--- config.mk ---
export PLATFORM = sky130hd
export DESIGN_NAME = uart_tx_scheduler
export DESIGN_NICKNAME = d
export VERILOG_FILES = /design/src/rtl/uart_tx_scheduler_pkg.sv /design/src/rtl/baud_tick_counter.sv /design/src/rtl/uart_tx_scheduler.sv
export SDC_FILE = /design/constraint.sdc
export NUM_CORES = 1
export LEC_CHECK = 0
export ABC_CLOCK_PERIOD_IN_PS = 5000
export BUFFER_PORTS_ARGS = -buffer_cell sky130_fd_sc_hd__buf_2
export CAP_MARGIN = 0
export CORE_MARGIN = 2
export CORE_UTILIZATION = 40
export CTS_CLUSTER_SIZE = 16
export DETAILED_ROUTE_END_ITERATION = 6
export SLEW_MARGIN = 10
export SYNTH_ARGS = -nofsm -noshare
export SYNTH_HDL_FRONTEND = slang
export SYNTH_SLANG_ARGS = --single-unit
--- constraint.sdc ---
create_clock -name clk -period 5 [get_ports clk]
set_input_delay 0 -clock clk [delete_from_list [all_inputs] [get_ports clk]]
set_output_delay 0 -clock clk [all_outputs]
set_load 0.02 [all_outputs]
--- src/rtl/uart_tx_scheduler_pkg.sv ---
// uart_tx_scheduler_pkg: shared state encoding and frame constants for the
// two-requester UART transmit scheduler.
package uart_tx_scheduler_pkg;

    typedef enum logic [1:0] {
        IDLE,
        START,
        DATA,
        STOP
    } state_e;

    localparam int FRAME_BITS           = 10;
    localparam int DATA_BITS            = 8;
    localparam int DEFAULT_CLKS_PER_BIT = 521;

    function automatic int cnt_width(input int clks);
        return (clks < 2) ? 1 : $clog2(clks);
    endfunction

endpackage

--- src/rtl/baud_tick_counter.sv ---
// baud_tick_counter: counts clocks within one serial bit and flags the last
// clock of the bit; reloads to 0 at every bit boundary.
module baud_tick_counter #(
    parameter int CLKS_PER_BIT = 521,
    parameter int W            = 10
) (
    input  logic         clk,
    input  logic         rst_n,
    input  logic         en,
    input  logic         clr,
    output logic         tick,
    output logic [W-1:0] cnt
);

    logic [W-1:0] cnt_q, cnt_d;

    assign tick = en && (cnt_q == W'(CLKS_PER_BIT - 1));
    assign cnt  = cnt_q;

    always_comb
        cnt_d = clr ? '0 : !en ? cnt_q : tick ? '0 : cnt_q + W'(1);

    always_ff @(posedge clk or negedge rst_n)
        if (!rst_n) cnt_q <= '0;
        else        cnt_q <= cnt_d;

endmodule

--- src/rtl/uart_tx_scheduler.sv ---
// uart_tx_scheduler: round-robin arbiter between two byte requesters feeding
// a single 8N1 UART transmitter with registered tx and status outputs.
module uart_tx_scheduler
    import uart_tx_scheduler_pkg::*;
#(
    parameter int CLKS_PER_BIT = DEFAULT_CLKS_PER_BIT
) (
    input  logic       clk,
    input  logic       rst_n,
    input  logic       req0_valid,
    input  logic [7:0] req0_data,
    output logic       req0_ready,
    input  logic       req1_valid,
    input  logic [7:0] req1_data,
    output logic       req1_ready,
    output logic       tx,
    output logic       busy,
    output logic       grant_id,
    output logic       frame_done
);

    localparam int           W   = cnt_width(CLKS_PER_BIT);
    localparam logic [W-1:0] PRE = W'(CLKS_PER_BIT - 2);

    state_e       state_q, state_d;
    logic [7:0]   data_q, data_d;
    logic [2:0]   bit_q, bit_d;
    logic         tx_q, tx_d;
    logic         busy_q, busy_d;
    logic         grant_q, grant_d;
    logic         prio_q, prio_d;
    logic         done_q, done_d;
    logic         tick, idle, win1, acc;
    logic [W-1:0] cnt;

    baud_tick_counter #(
        .CLKS_PER_BIT(CLKS_PER_BIT),
        .W           (W)
    ) u_baud (
        .clk  (clk),
        .rst_n(rst_n),
        .en   (!idle),
        .clr  (idle),
        .tick (tick),
        .cnt  (cnt)
    );

    // prio_q set means requester 1 wins a tie
    assign idle       = (state_q == IDLE);
    assign win1       = req1_valid && (!req0_valid || prio_q);
    assign req1_ready = idle && win1;
    assign req0_ready = idle && req0_valid && !win1;
    assign acc        = req0_ready || req1_ready;

    always_comb begin
        state_d = state_q;
        data_d  = data_q;
        bit_d   = bit_q;
        tx_d    = tx_q;
        busy_d  = busy_q;
        grant_d = grant_q;
        prio_d  = prio_q;
        done_d  = 1'b0;
        unique case (state_q)
            IDLE: if (acc) begin
                state_d = START;
                data_d  = win1 ? req1_data : req0_data;
                grant_d = win1;
                prio_d  = !win1;
                tx_d    = 1'b0;
                busy_d  = 1'b1;
            end
            START: if (tick) begin
                state_d = DATA;
                bit_d   = 3'd0;
                tx_d    = data_q[0];
            end
            DATA: if (tick) begin
                state_d = (bit_q == 3'(DATA_BITS - 1)) ? STOP : DATA;
                bit_d   = bit_q + 3'd1;
                tx_d    = (bit_q == 3'(DATA_BITS - 1)) ? 1'b1 : data_q[bit_q + 3'd1];
            end
            STOP: begin
                // registered pulse lands on the final stop-bit clock
                done_d = (cnt == PRE);
                if (tick) begin
                    state_d = IDLE;
                    busy_d  = 1'b0;
                end
            end
            default: state_d = IDLE;
        endcase
    end

    always_ff @(posedge clk or negedge rst_n)
        if (!rst_n) begin
            state_q <= IDLE;
            data_q  <= 8'h00;
            bit_q   <= 3'd0;
            tx_q    <= 1'b1;
            busy_q  <= 1'b0;
            grant_q <= 1'b0;
            prio_q  <= 1'b0;
            done_q  <= 1'b0;
        end else begin
            state_q <= state_d;
            data_q  <= data_d;
            bit_q   <= bit_d;
            tx_q    <= tx_d;
            busy_q  <= busy_d;
            grant_q <= grant_d;
            prio_q  <= prio_d;
            done_q  <= done_d;
        end

    assign tx         = tx_q;
    assign busy       = busy_q;
    assign grant_id   = grant_q;
    assign frame_done = done_q;

endmodule

==> flow_summary.toml <==
[outcome]
status = "finished, final reports clean"

[floorplan]
fp.coreArea_sq_mm = 0.00372
ios = 26
die-area_sq_mm = 0.00441
start_util = 0.420
die_h_um = 66.4
rows = 22
fp.dieW_um = 66.4

[grt]
antenna_found_initial = 0
grt_pass1_wl_um = 5350
grt-ovfl-total = 0
grt_usage = 0.157
grt_max_degree = 29
grt_pass1_vias = 1194

[worst_setup_path]
cp-end-kind = "flop"
critPathKind = "reg -> reg"
cp_max_fo = 10
crit_arrival_ns = 2.39
required_ns = 5.15
worstSetupStartpointType = "flop"

[cells_and_area]
area_growth_pct = 18.5
final_layout_size_suffix_gt1_frac = 0.210
utilization = 0.497
fin_area_sq_mm = 0.00185
final_nets = 212
antenna_cells = 0
nFillCells = 365

[job]
cap_violations = 0

[synth]
synthFlopType = "dfrtp_1"
syn_inst = 149
ys_warn_count = 0
syn_area_sq_mm = 0.00156
synth_edf_count = 0
synth_seq_area_share = 0.450
ys_types = 37
async_reset_ff_frac = 1.00
syn_nets = 179
ys_ff_latch = 28
syn_avg_cell_area_sq_um = 10.5

[sta]
post-route-period-util = 0.448
fin_hold_ws_ns = 0.000866
fin_setup_tns_ns = 0
skew_ns = 0.00167
clock.fmax_mhz = 447
tightestPinTransition_ns = 1.07
finalCriticalPeriod_ns = 2.24
drv_slew = 0
maxSlewHeadroom = 0.284
finalHoldViolCount = 0
setup_viol = 0
rsz0062_at_grt = "false"

[detailed_routing]
route.detailed.drc = 0
vias_per_cell = 5.08
drt_iter0_markers = 36
routed_wl_um = 3000
antenna_left = 0
drtPass1Iterations = 4
detail_route.wl_per_cell_um = 13.1
vias = 1164

[power]
total_power_uw = 393
p_per_area_mw_per_mm2 = 213
p_leak_nw = 0.911
peakVddDrop_v = 0.0000828

[clocking]
clkTransAtPathRegs_ns = 0.09
numCtsBuffers = 3
cts_tree = "built"
cts_sinks = 28
cts_max_level = 1
clockBufferDepth = 2
post_cts_buffers = 0
clockRootBuffer = "clkbuf_8"
insertion_delay_ns = 0.27

[min_path]
hold_path_class = "in -> reg"

[place]
place_congestion = 0.716
postPlaceCellArea_sq_mm = 0.00170
numPortBuffers = 25
dpl.hpwl_um = 2310
critical path, cell delays in order, from the launching register on:
cell and delay (ns):
dfrtp_1 0.41, inv_1 0.11, ha_1 0.34, nor4bb_1 0.37
and3_1 0.41, or2_1 0.37, nor2_1 0.10
Yosys cell counts, types with 3 or more instances:
cell	number	share of area
a21o_1	3	0.014
a21oi_1	6	0.019
buf_4	3	0.014
dfrtp_1	27	0.43
ha_1	10	0.080
inv_1	9	0.022
mux2i_1	9	0.058
nand2_1	12	0.029
nand3_1	3	0.0096
nor2_1	17	0.041
nor3_1	3	0.0096
o21ai_1	9	0.029
xnor2_1	6	0.034
layout make-up:
cell class	count	area (sq um)	area share
multi-input cells	105	778	0.421
flip-flops and latches	28	702	0.380
repair buffers	34	215	0.116
well taps	48	60.1	0.0325
clock buffers	4	55.1	0.0298
inverters	10	37.5	0.0203
final timing paths:
kind / from / depth (start not counted) / slack (ns) / end
max: state_q[0]$_DFFE_PN0P_ / 6 / 2.76 / u_baud.cnt[4]$_DFF_PN0_
min: req1_data[1] / 3 / 0.0009 / data_q[1]$_DFFE_PN0P_
max reg2reg: state_q[0]$_DFFE_PN0P_ / 6 / 2.76 / u_baud.cnt[4]$_DFF_PN0_
min reg2reg: tx$_DFFE_PN1P_ / 2 / 0.48 / tx$_DFFE_PN1P_
max in group asynchronous: rst_n / 2 / 4.31 / u_baud.cnt[9]$_DFF_PN0_
min in group asynchronous: rst_n / 2 / 0.28 / u_baud.cnt[8]$_DFF_PN0_
routing by layer:
layer	vias to the layer above	part of all wire	GRT usage
met4	0	0.0043	0.0408
met3	2	0.036	0.0273
met2	23	0.50	0.259
met5	-	0	0
met1	562	0.46	0.213
li1	577	-	-
timing repair:
| item | CTS | global route |
|---|---|---|
| hold buffers | 8 | 1 |
| gates resized for setup | 0 | 0 |
| endpoints found under the hold margin | 32 | 1 |
state kept, by name, indices dropped and copies added, names as in the netlist:
signal / count
u_baud.cnt: 10
data_q: 8
bit_q: 3
state_q: 2
busy: 1
frame_done: 1
grant_id: 1
prio_q: 1
tx: 1
metrics by stage:
| stage | setup WS (ns) | cells |
|---|---|---|
| after detailed placement | 2.79 | 216 |
| after global routing | 2.60 | 229 |
| final | 2.76 | 229 |
| after floorplan | 3.17 | 149 |
| after global placement | 2.90 | 216 |
| after CTS | 2.77 | 228 |
power breakdown:
part / leakage [nW] / internal [mW] / switching, mW
sequential: 0.357 / 0.227 / 0.000220
clock: 0.0288 / 0.0704 / 0.0687
combinational: 0.526 / 0.0143 / 0.0126
total: 0.911 / 0.311 / 0.0815
placed cells by master (no fill, tap or decap), drive strengths merged, types with 2 or more instances in the layout:
cell / instances
nand3: 3
dfrtp: 27
mux2i: 9
a32o: 2
nor2: 17
nor2b: 2
nor3: 3
mux4: 2
clkbuf: 4
and3: 2
nand2: 12
o21bai: 2
inv: 10
xnor2: 6
nor4: 2
a21o: 3
o21ai: 11
xor2: 2
a21oi: 6
dlygate4sd3: 9
buf: 25
ha: 10
kinds of logic after synthesis:
family / count (synthesis) / synth area share
fa+ha+maj: 10 / 0.0803
xor+xnor: 8 / 0.0449
simple gates: 46 / 0.148
flops: 28 / 0.450
buf+inv: 16 / 0.0506
mux: 12 / 0.0939
compound gates: 29 / 0.132
(Power assumes the default switching activity.)
